### src/rtl/branch_resolve_unit.sv
// rtl/branch_resolve_unit.sv - two-stage branch resolver with redirect flagging and mispredict counter
module branch_resolve_unit #(
  parameter int WIDTH  = 32,
  parameter int ADDR_W = 32,
  parameter int TAG_W  = 4
) (
  input  logic              clk,
  input  logic              rst,
  input  logic              in_valid,
  output logic              in_ready,
  input  logic [3:0]        in_cond,
  input  logic [WIDTH-1:0]  in_op1,
  input  logic [WIDTH-1:0]  in_op2,
  input  logic [ADDR_W-1:0] in_pc,
  input  logic [ADDR_W-1:0] in_offset,
  input  logic              in_pred_taken,
  input  logic [TAG_W-1:0]  in_tag,
  input  logic              flush,
  output logic              out_valid,
  input  logic              out_ready,
  output logic              out_taken,
  output logic [ADDR_W-1:0] out_next_pc,
  output logic              out_mispredict,
  output logic [TAG_W-1:0]  out_tag,
  output logic [15:0]       mispredict_count
);

  // Stage S1: raw micro-op as accepted
  logic              s1_valid;
  logic [3:0]        s1_cond;
  logic [WIDTH-1:0]  s1_op1;
  logic [WIDTH-1:0]  s1_op2;
  logic [ADDR_W-1:0] s1_pc;
  logic [ADDR_W-1:0] s1_offset;
  logic              s1_pred;
  logic [TAG_W-1:0]  s1_tag;

  logic              s2_free;
  logic              out_fire;
  logic              s1_taken;
  logic [ADDR_W-1:0] s1_target;
  logic [ADDR_W-1:0] s1_fall;

  assign s2_free  = !out_valid || out_ready;
  assign in_ready = !s1_valid || s2_free;
  assign out_fire = out_valid && out_ready;

  // Both candidate PCs wrap modulo 2^ADDR_W
  assign s1_target = s1_pc + s1_offset;
  assign s1_fall   = s1_pc + ADDR_W'(4);

  // Evaluate the branch predicate on the S1 operands; codes 9..15 are never taken
  always_comb begin
    s1_taken = 1'b0;
    case (s1_cond)
      4'd0:    s1_taken = (s1_op1 == '0);
      4'd1:    s1_taken = (s1_op1 != '0);
      4'd2:    s1_taken = 1'b1;
      4'd3:    s1_taken = ($signed(s1_op1) >= $signed(s1_op2));
      4'd4:    s1_taken = ($signed(s1_op1) <  $signed(s1_op2));
      4'd5:    s1_taken = (s1_op1 >= s1_op2);
      4'd6:    s1_taken = (s1_op1 <  s1_op2);
      4'd7:    s1_taken = (s1_op1 == s1_op2);
      4'd8:    s1_taken = (s1_op1 != s1_op2);
      default: s1_taken = 1'b0;
    endcase
  end

  // Pipeline registers, flush and the mispredict counter
  always_ff @(posedge clk) begin
    if (rst) begin
      s1_valid         <= 1'b0;
      s1_cond          <= '0;
      s1_op1           <= '0;
      s1_op2           <= '0;
      s1_pc            <= '0;
      s1_offset        <= '0;
      s1_pred          <= 1'b0;
      s1_tag           <= '0;
      out_valid        <= 1'b0;
      out_taken        <= 1'b0;
      out_next_pc      <= '0;
      out_mispredict   <= 1'b0;
      out_tag          <= '0;
      mispredict_count <= '0;
    end else begin
      // The consumer owns a beat transferred on a flush edge, so it still counts
      if (out_fire && out_mispredict && (mispredict_count != 16'hFFFF))
        mispredict_count <= mispredict_count + 16'd1;

      if (flush) begin
        s1_valid  <= 1'b0;
        out_valid <= 1'b0;
      end else begin
        if (s2_free) begin
          out_valid <= s1_valid;
          if (s1_valid) begin
            out_taken      <= s1_taken;
            out_next_pc    <= s1_taken ? s1_target : s1_fall;
            out_mispredict <= s1_taken ^ s1_pred;
            out_tag        <= s1_tag;
          end
        end
        if (in_ready) begin
          s1_valid <= in_valid;
          if (in_valid) begin
            s1_cond   <= in_cond;
            s1_op1    <= in_op1;
            s1_op2    <= in_op2;
            s1_pc     <= in_pc;
            s1_offset <= in_offset;
            s1_pred   <= in_pred_taken;
            s1_tag    <= in_tag;
          end
        end
      end
    end
  end

endmodule

### config.mk
export PLATFORM = sky130hd
export DESIGN_NAME = branch_resolve_unit
export DESIGN_NICKNAME = d
export VERILOG_FILES = /design/src/rtl/branch_resolve_unit.sv
export SDC_FILE = /design/constraint.sdc
export NUM_CORES = 1
export LEC_CHECK = 0
export BUFFER_PORTS_ARGS = -buffer_cell sky130_fd_sc_hd__buf_2
export CORE_MARGIN = 2
export CORE_UTILIZATION = 40
export DETAILED_ROUTE_END_ITERATION = 8
export MAX_ROUTING_LAYER = met4
export PLACE_DENSITY = 0.58
export SETUP_SLACK_MARGIN = 0.3
export SYNTH_ARGS = -nofsm -noshare
export SYNTH_HDL_FRONTEND = slang
export SYNTH_SLANG_ARGS = --single-unit
### constraint.sdc
create_clock -name clk -period 5.55 [get_ports clk]
set_input_delay 0.8325 -clock clk [delete_from_list [all_inputs] [get_ports clk]]
set_output_delay 0.8325 -clock clk [all_outputs]
set_load 0.005 [all_outputs]
Word-level counts from Yosys, hierarchy flattened
Cells that the tools add are included.
- register bits: 193
- latch bits: 0
- RAM bits: 0
- memory bits (read-only): 0
- input port bits: 142
- output and inout bits: 56
- word-level logic and storage cells: 49
- memories: 0
- add/subtract/negate cells: 3
- multipliers: 0
- div/mod/pow operators: 0
- $lt $le $gt $ge: 4
- eq/ne operators: 11
- shift operators: 0
- mux-type cells: 2
- bitwise operators: 2
- reduce and logical (&&, ||, !) cells: 13
- operator list (operator ; number):
    32-bit >= comparator ; 2
    32-bit less-than comparator ; 2
    32-bit by 3-bit adder with 32-bit output (second input constant) ; 1
    32-bit adder ; 1
    32-bit equality test ; 1
    32-bit zero test ; 1
    32-bit 2-to-1 mux ; 1
    32-bit inequality test ; 1
    32-bit nonzero test ; 1
    16-bit by 1-bit adder with 16-bit output (second input constant) ; 1
    4-bit by 3-bit equality test with 1-bit output (second input constant) ; 4
    16-bit inequality test (second input constant) ; 1
    1-bit one-hot mux with 9 select lines ; 1
    4-bit by 2-bit equality test with 1-bit output (second input constant) ; 2
    3-bit AND reduction ; 2
    4-bit by 1-bit equality test with 1-bit output (second input constant) ; 1
    4-bit equality test (second input constant) ; 1
    4-bit zero test ; 1
    1-bit logical AND ; 3
    1-bit zero test ; 2
    1-bit logical OR ; 2
    2-bit OR reduction ; 1
    1-bit inverter ; 1
    1-bit bitwise XOR ; 1

Logic depth before layout (Yosys ltp)
Gate-level depths: netlist of run 1.
- depth in word-level cells: 4
- depth in mapped cells: 12
- gate-level depth less buffers: 11

Worst setup path before layout of run 1
Ideal clock, no wire load.
- path kind: register to register
- start: reg s1_op2[5]
- end: reg out_mispredict
- setup time: 0.122 ns
- data arrival time: 2.644 ns
- required time: 5.428 ns
- path slack: 2.784 ns
- cell stages (with the launch flop): 12
- path buffers: 1
- clock period less this slack: 2.766 ns
- cells stage by stage: dfxtp_1 -> inv_1 -> ha_1 -> a21oi_1 -> o21ai_1 -> a221o_1 -> or3_1 -> a21oi_4 -> mux2i_4 -> nand2_4 -> buf_6 -> a221o_1
- word-level cells in the longest chain between the ends: 3
- elaborated cells on any way between the ends: 8
- those cells by class: 4 x order compare; 2 x eq/ne; 1 x mux; 1 x bitwise
- RTL lines (what ; RTL line ; text):
    start: declaration ; 32 ; logic [WIDTH-1:0] s1_op2;
    start signal: assignment ; 109 ; s1_op2 <= in_op2;
    32-bit less-than comparator (tied with other cells) ; 62 ; 4'd6: s1_taken = (s1_op1 < s1_op2);
    1-bit one-hot mux with 9 select lines * ; 55 ; case (s1_cond)
    1-bit bitwise XOR * ; 100 ; out_mispredict <= s1_taken ^ s1_pred;
    end signal: assignment ; 100 ;
    end: declaration ; 23 ; output logic out_mispredict,
Every way passes the cells marked *; elsewhere a longest branch is shown, timed or not.
A chain may end at the register's enable or synchronous reset.

Worst setup path after layout of run 1
- start: reg s1_op2[5]
- end: reg out_next_pc[4]
- word-level cells in the longest chain between the ends: 3
- elaborated cells on any way between the ends: 8
- those cells by class: 4 x order compare; 2 x eq/ne; 2 x mux
- RTL lines (what ; RTL line ; text):
    32-bit less-than comparator (tied with other cells) ; 62 ;
    1-bit one-hot mux with 9 select lines * ; 55 ;
    32-bit 2-to-1 mux * ; 99 ; out_next_pc <= s1_taken ? s1_target : s1_fall;
    end signal: assignment ; 99 ;
    end: declaration ; 22 ; output logic [ADDR_W-1:0] out_next_pc,
Marks and branches as above.

==> results of run 1 <==
==> cell families after synthesis <==
group	Yosys count	synth area share (%)
AND/OR/NAND/NOR	585	25.3
adder cells (fa/ha/maj)	66	7.94
buffers and inverters	116	4.48
XOR/XNOR	62	5.17
AO/OA/AOI/OAI	334	19.8
flip-flops	193	36.8
multiplexers	4	0.548
==> worst max-delay path by stage <==
stage,end,slack [ns],cells past startpoint
4_1_cts,out_next_pc[4],2.28,10
6_report,out_next_pc[4],2.27,10
3_3_place_gp,out_next_pc[31],2.30,7
5_1_grt,out_next_pc[16],2.14,10
2_1_floorplan,out_mispredict,2.78,11
3_5_place_dp,out_next_pc[31],2.21,7
==> final cells by class <==
type / instances / area (um^2)
Timing Repair Buffer: 205 / 1060
Clock buffer: 18 / 429
Antenna cell: 2 / 5.00
Sequential cell: 193 / 3860
Tap cell: 335 / 419
Fill cell: 2666 / 13600
Inverter: 43 / 161
Multi-Input combinational cell: 1051 / 6170
Clock inverter: 13 / 176
==> state kept, by name, indices dropped and copies added, names as in the netlist, 16 cells and up <==
signal,cells
mispredict_count,16
out_next_pc,32
s1_offset,32
s1_op1,32
s1_op2,32
s1_pc,32
==> power groups by stage <==
stage / sequential [mW] / combinational (mW) / clock [mW]
global route: 1.49 / 0.493 / 1.38
floorplan: 1.50 / 0.308 / 0
detailed placement: 1.52 / 0.440 / 0
finish: 1.48 / 0.439 / 1.30
global placement: 1.52 / 0.437 / 0
CTS: 1.48 / 0.442 / 1.32
==> per-stage QoR <==
stage / cell area [um^2] / std cells
2_1_floorplan: 10500 / 1360
3_5_place_dp: 11700 / 1827
5_1_grt: 12300 / 1859
6_report: 12300 / 1860
3_3_place_gp: 11700 / 1827
4_1_cts: 12300 / 1858
==> metal layers <==
layer / global-route usage [%] / vias up
li1: - / 5051
met1: 28.6 / 4551
met2: 35.6 / 240
met3: 3.79 / 17
met4: 4.46 / 0
met5: - / -
==> placed cells by master (no fill, tap or decap), types with 17 or more instances in the layout <==
master       n
inv_1       43
nor2_1      72
nor4_1      19
nand3_1     25
nand2_1    350
xnor2_1     33
dfxtp_1    193
clkbuf_16   17
a21oi_1    189
xor2_1      29
buf_2      196
ha_1        65
o21ai_0     23
nand4_1     21
nor3_1      26
o211ai_1    17
==> critical path, delay by kind of cell (launching register included) <==
family / cells / cell delay [ns]
mux: 1 / 0.55
buf+inv: 1 / 0.05
compound gates: 5 / 1.24
fa+ha+maj: 1 / 0.28
simple gates: 2 / 0.71
flops: 1 / 0.34
==> results.cfg, run 1 <==
[power_and_ir_drop]
switching_share_pct = 27.8
comb_power_share_pct = 13.6
totalPowerFinal_mw = 3.22
p_seq_share_pct = 46.1
powerDensity_nw_per_um2 = 262
p_int_mw = 2.33
power.leakage_nw = 5.02
p_clk_share_pct = 40.3
vdd_drop_max_mv = 0.218
p_sw_mw = 0.894

[final_layout]
areaGrowthSynthToFinish_pct = 17.1
layout-drive-gt1-share_pct = 17.1
final_nets = 1719
final_core_util_pct = 47.4

[detailed_routing]
viasPerCell = 5.30
met3_wirelength_um = 1420
drc = 0
postRouteAntennaNets = 0
drtPass1Iterations = 5
drt_iter0_drc = 701
dr_wl_met2_um = 14200
drt-total-wl_um = 29800
m1WireLength_um = 13900
wl_per_cell_um = 16.0
highest_layer = met4
dr_total_vias = 9859

[synth]
syn_nets = 1568
synth_common_cells = 350 x nand2_1, 193 x dfxtp_1, 189 x a21oi_1
synth.avg_cell_area_um2 = 7.72
yosysSeqAreaShare_pct = 36.8
syn-cell-area_um2 = 10500
netlist_instances = 1360
yosys_warnings = 0
synth.area.top_cells = dfxtp_1 37%, nand2_1 13%, a21oi_1 9.0%
synth_ff_type = dfxtp_1
synth_cell_type_count = 82
netlist.area_leader.share_pct = 36.8
ys_ff_latch = 193
synth_edf_count = 0
async_flop_share_pct = 0
yosysMostFrequentCell = nand2_1
yosysTopAreaCell = dfxtp_1

[timing]
setup_viol = 0
fin_worst_skew_ns = 0.0142
fin_crit_sh_pct = 59.1
timing.final.ws_setup_ns = 2.27
slew_viol_final = 0
slew_headroom_pct = 28.8
rsz0062_at_grt = false
max_freq_mhz = 305
post-route-min-period_ns = 3.28
finalSetupTns_ns = 0
hold_viol_final = 0
tightest_slew_ns = 1.06
hold_ws_ns = 0.456

[min_path]
hp-start = s1_op2[6]
min_to = s1_op2[6]
hp-class = reg2reg
hold_depth = 2

[clock_network]
clkTransAtPathRegs_ns = 0.07
post_cts_buffers = 0
ctsHoldBuffers = 0
h-tree-depth = 4
cts.sinks = 193
cts-root-buf = clkbuf_16
cts_tree = built
clock_latency_ns = 0.44
cts.path.max_buffers = 2
ctsResizeCount = 0
cts_buffers = 17

[floorplan]
initial_core_util_pct = 40.5
core_um2 = 25900
num_io_pins = 198
die-area_um2 = 27600
die_h_um = 166
rows = 59
die_w_um = 166

[place]
gp_congestion = 0.860
hpwl_um = 21800
dp_slack_ns = 2.21
portBuffers = 197

[run]
max_cap_violations = 0

[grt]
antenna_found_initial = 1
overflow = 0
grt_max_degree = 125
grt_first_pass_wirelength_um = 48000
first_global_vias = 9298
gr-usage-all-layers_pct = 21.8

[worst_setup_path]
critPathLaunchType = flip-flop
crit_slowest_cell = mux2i_4
r2r_end = out_next_pc[4]
worstSetupStartpoint = s1_op2[5]
cp-end-kind = flip-flop
rrSetupSlack_ns = 2.27
critPathMaxStageDelay_ns = 0.55
crit_fanout = 23
r2r.worst_path.cells = 10
arrival_ns = 3.60
path_class = reg2reg
cp_cell_sequence = inv_1 -> ha_1 -> a21oi_1 -> o21ai_1 -> a221o_1 -> or3_1 -> a21oi_4 -> mux2i_4 -> nand2_4 -> a2111oi_1
r2r_start = s1_op2[5]
cp.required_ns = 5.87

[run_status]
status = complete, no violations
Power figures use the tool's default switching activity.
==> run 2: changes to the inputs <==
- clock period: 5.55 -> 3.23 ns (I/O delays scaled with it)
==> run 2 against run 1 <==
Against the previous run: clock power rose by 67%; maximum frequency increased by 16%; cell count increased by 1.9%; combinational power up 110%.
==> results.cfg, run 2 (synthesized netlist as in run 1, its figures left out) <==
[final_layout]
layout-drive-gt1-share_pct = 23.1
final_cells = 1896
antenna_cells = 0
num-fill-cells = 2581
final_cell_mix = 349 x nand2_1, 197 x buf_2, 187 x a21oi_1
mostFrequentLayoutCell = nand2_1
final_area_um2 = 13100
areaGrowthSynthToFinish_pct = 24.3
final_nets = 1756
final_core_util_pct = 50.4

[detailed_routing]
dr_wl_met2_um = 15800
drt_iter0_drc = 652
drc = 0
m1WireLength_um = 14800
wl_per_cell_um = 17.2
dr_total_vias = 10202
drtPass1Iterations = 6
drt-total-wl_um = 32500
met3_wirelength_um = 1650
highest_layer = met4
viasPerCell = 5.38
postRouteAntennaNets = 0

[min_path]
hold_depth = 3
hp-class = in2reg
hp-start = in_op2[18]

[worst_setup_path]
worstSetupStartpoint = s1_op2[15]
cp_num_cells = 11
crit_slowest_cell = mux2_4
r2r.worst_path.cells = 11
crit_fanout = 8
cp_cell_sequence = inv_1 -> ha_4 -> nand4_1 -> nor2_1 -> a221o_1 -> or3_4 -> a21oi_4 -> buf_6 -> mux2_4 -> or3_1 -> a31oi_1
cp_num_buf_inv = 2
cp.required_ns = 3.61
cp-end-kind = flip-flop
critPathMaxStageDelay_ns = 0.40
arrival_ns = 3.21
critPathLaunchType = flip-flop
r2r_start = s1_op2[15]
cp_top_family = simple AND/OR/NAND/NOR gates
path_class = reg2reg

[place]
placed_cell_area_um2 = 11800
gp_congestion = 0.885
hpwl_um = 22200
dp_slack_ns = 0.224
portBuffers = 197
dpl.cell_count = 1845

[power_and_ir_drop]
powerDensity_nw_per_um2 = 434
power.leakage_nw = 5.27
comb_power_share_pct = 16.5
vdd_drop_max_mv = 0.366
p_int_mw = 3.97
p_clk_share_pct = 38.4
p_sw_mw = 1.69
p_seq_share_pct = 45.1
switching_share_pct = 29.8

[timing]
tightest_slew_ns = 0.951
hold_viol_final = 0
post-route-min-period_ns = 2.83
timing.final.ws_setup_ns = 0.396
fin_worst_skew_ns = 0.0188
slew_viol_final = 0
setup_viol = 0
slew_headroom_pct = 36.6
rsz0062_at_grt = true
finalSetupTns_ns = 0
max_freq_mhz = 353
fin_crit_sh_pct = 87.8

[floorplan]
core_um2 = 25900
initial_core_util_pct = 40.5
rows = 59
die_w_um = 166
die_h_um = 166
num_io_pins = 198
die-area_um2 = 27600

[grt]
gr-usage-all-layers_pct = 23.3
grt_first_pass_wirelength_um = 51100
antenna_found_initial = 0
overflow = 0
first_global_vias = 9684
grt_max_degree = 172

[run_status]
status = complete, no violations

[clock_network]
clock_latency_ns = 0.44
clkTransAtPathRegs_ns = 0.08
ctsHoldBuffers = 0
cts-root-buf = clkbuf_16
cts_tree = built
cts.sinks = 193
h-tree-depth = 4
cts.path.max_buffers = 2
cts_buffers = 17

[run]
max_cap_violations = 0
## run 2: cell types whose count changed in the layout (fill, tap and decap cells not counted), sizes merged, moves of 2 or more
cell | before | now
inv | 48 | 50
bufinv | 3 | 1
buf | 205 | 237
mux2 | 1 | 4
diode | 2 | 0
## run 2: what timing repair did
| item | in CTS | in global routing |
|---|---|---|
| setup buffers | 6 | 8 |
| gates resized for setup | 12 | 69 |
| setup endpoints to repair | 10 | 34 |
| pin swaps | 7 | 23 |
| gates cloned | 3 | 2 |
## run 2: worst min-delay path, delay by kind of cell
family / cells / cell delay, ns
AO/OA/AOI/OAI: 1 / 0.05
buffers and inverters: 1 / 0.10
AND/OR/NAND/NOR: 1 / 0.05
## run 2: path summary, 6_finish.rpt
kind / end / slack (ns)
worst max-delay path: out_next_pc[9] / 0.40
worst min-delay path: s1_op2[18] / 0.26
worst max register to register: out_next_pc[9] / 0.40
worst min register to register: s1_op2[26] / 0.46
## run 2: layout make-up
cell class,instances,area (um^2),share of cell area (%)
Sequential cell,193,3890,29.8
Inverter,43,161,1.24
Timing Repair Buffer,239,1390,10.6
Clock inverter,15,168,1.28
Clock buffer,17,425,3.26
Multi-Input combinational cell,1054,6600,50.6
Tap cell,335,419,3.21
## run 2: through the flow
| step | hold WS, ns | total power, mW |
|---|---|---|
| floorplan | 0.432 | 3.10 |
| global placement | 0.444 | 3.38 |
| detailed placement | 0.448 | 3.38 |
| CTS | 0.260 | 5.58 |
| global route | 0.269 | 5.89 |
| finish | 0.265 | 5.66 |
## run 2: metal layers
metal	GRT usage, %	up-vias
met5	-	-
met4	4.80	0
met3	3.19	23
met2	39.1	272
met1	30.1	4790
li1	-	5117
## run 2: power groups by stage
stage / registers [mW] / logic [mW] / clock network, mW
finish: 2.55 / 0.936 / 2.17
global route: 2.57 / 1.03 / 2.29
CTS: 2.55 / 0.835 / 2.20
detailed placement: 2.60 / 0.784 / 0
global placement: 2.60 / 0.778 / 0
floorplan: 2.58 / 0.529 / 0
==> run 3: changes to the inputs <==
- PLACE_DENSITY: 0.58 -> not set
==> run 3 against run 2 <==
Against the previous run: count of clock-buffer cells in the layout up 1; first-iteration DRC count rose by 16%; sequential cell count did not move; clock skew fell by 0.0075 ns; sequential share of layout area grew 0.30 points; hold slack better by 0.0081 ns; critical path type unchanged; die area unchanged; cell count up 0.21%; via count up 0.28%; register-to-register slack worse by 0.09 ns.
==> results.cfg, run 3 (synthesized netlist as in run 1, its figures left out) <==
[run_status]
status = complete, no violations

[floorplan]
die-area_um2 = 27600
num_io_pins = 198
initial_core_util_pct = 40.5
die_h_um = 166
rows = 59
die_w_um = 166
core_um2 = 25900

[worst_setup_path]
r2r_start = s1_op1[5]
rrSetupSlack_ns = 0.30
cp-end-kind = flip-flop
arrival_ns = 3.24
cp.required_ns = 3.54
crit_fanout = 8
critPathLaunchType = flip-flop
r2r_end = out_next_pc[12]
path_class = reg2reg
r2r.worst_path.cells = 10

[clock_network]
clock_latency_ns = 0.44
cts.sinks = 193
cts_tree = built
cts.path.max_buffers = 2
clkTransAtPathRegs_ns = 0.08
cts_buffers = 17
cts-root-buf = clkbuf_16
h-tree-depth = 4

[detailed_routing]
viasPerCell = 5.38
drc = 0
wl_per_cell_um = 16.8
highest_layer = met4
dr_total_vias = 10231
drt-total-wl_um = 31900
dr_wl_met2_um = 15200
drtPass1Iterations = 5
m1WireLength_um = 14400
met3_wirelength_um = 1410
postRouteAntennaNets = 0
drt_iter0_drc = 757

[place]
portBuffers = 197
hpwl_um = 22100
gp_congestion = 0.907

[grt]
antenna_found_initial = 2
gr-usage-all-layers_pct = 22.5
first_global_vias = 9498
grt_first_pass_wirelength_um = 49000
overflow = 0
grt_max_degree = 73

[final_layout]
final_cell_mix = 349 x nand2_1, 196 x buf_2, 187 x a21oi_1
regArea_um2 = 3870
mostFrequentLayoutCell = nand2_1
multi_input_area_um2 = 6440
final_core_util_pct = 49.7
final_nets = 1758
areaGrowthSynthToFinish_pct = 22.7
num-fill-cells = 2641
layout-drive-gt1-share_pct = 21.4

[timing]
slew_headroom_pct = 47.1
max_freq_mhz = 341
finalSetupTns_ns = 0
setup_viol = 0
hold_viol_final = 0
tightest_slew_ns = 0.794
fin_worst_skew_ns = 0.0113
rsz0062_at_grt = true
fin_crit_sh_pct = 90.7
post-route-min-period_ns = 2.93
slew_viol_final = 0

[power_and_ir_drop]
p_seq_share_pct = 45.4
comb_power_share_pct = 16.3
p_clk_share_pct = 38.3
powerDensity_nw_per_um2 = 436
p_int_mw = 3.97
p_sw_mw = 1.65
power.leakage_nw = 5.26
switching_share_pct = 29.4
vdd_drop_max_mv = 0.393

[min_path]
hp-class = in2reg
hp-start = in_pc[16]
min_to = s1_pc[16]
hold_depth = 3

[run]
max_cap_violations = 0
==> run 3: how the worst max path moves through the flow <==
| stage | from | endpoint | slack, ns | cells after the start |
|---|---|---|---|---|
| floorplan | s1_op2[5] | out_mispredict | 0.46 | 11 |
| global placement | s1_op2[5] | out_next_pc[10] | 0.29 | 10 |
| detailed placement | s1_op2[5] | out_next_pc[10] | 0.27 | 10 |
| CTS | s1_op1[7] | out_next_pc[21] | 0.28 | 10 |
| global route | s1_op1[5] | out_next_pc[4] | 0.22 | 10 |
| finish | s1_op1[5] | out_next_pc[12] | 0.30 | 10 |
==> run 3: layer usage <==
layer / GRT usage, % / up-vias
li1: - / 5143
met1: 28.1 / 4767
met2: 37.2 / 273
met3: 3.41 / 48
met4: 7.56 / 0
met5: - / -
==> run 3: cell type report <==
cell class	instances	area share [%]
Clock buffer	18	3.33
Tap cell	335	3.25
Clock inverter	14	1.27
Antenna cell	2	0.0388
Inverter	43	1.25
Sequential cell	193	30.1
Multi-Input combinational cell	1056	50.0
Timing Repair Buffer	239	10.8
==> run 3: metrics by stage <==
stage          setup slack (ns)  area [um^2]  hold slack, ns  power [mW]  std cells
6_report                  0.302        12900           0.273        5.61       1900
5_1_grt                   0.216        12900           0.268        5.86       1900
4_1_cts                   0.275        12500           0.258        5.55       1882
3_5_place_dp              0.275        11900           0.447        3.38       1848
3_3_place_gp              0.288        11900           0.438        3.37       1848
2_1_floorplan             0.464        10500           0.432        3.10       1360
==> run 3: power groups by stage <==
stage,registers [mW],logic [mW],clock network (mW)
after floorplan,2.58,0.529,0
after global placement,2.60,0.770,0
after detailed placement,2.60,0.777,0
after CTS,2.55,0.804,2.20
after global routing,2.56,1.01,2.29
final,2.55,0.917,2.15
==> run 3: worst max-delay path, cell delays in order, from the launching register on <==
cell	delay [ns]
dfxtp_1	0.42
ha_4	0.23
a21oi_1	0.17
o21ai_1	0.09
a221o_1	0.33
or3_4	0.35
a21oi_4	0.29
buf_6	0.16
mux2_4	0.37
o211ai_1	0.25
o311ai_2	0.13
==> run 3: what timing repair did <==
| action | in CTS | in global routing |
|---|---|---|
| hold buffers | 0 | 0 |
| setup buffers | 0 | 11 |
| resized for setup | 7 | 41 |
| pin swaps | 3 | 23 |
| cloned | 2 | 5 |
| endpoints found under the setup margin | 7 | 34 |
| endpoints found under the hold margin | 0 | 0 |
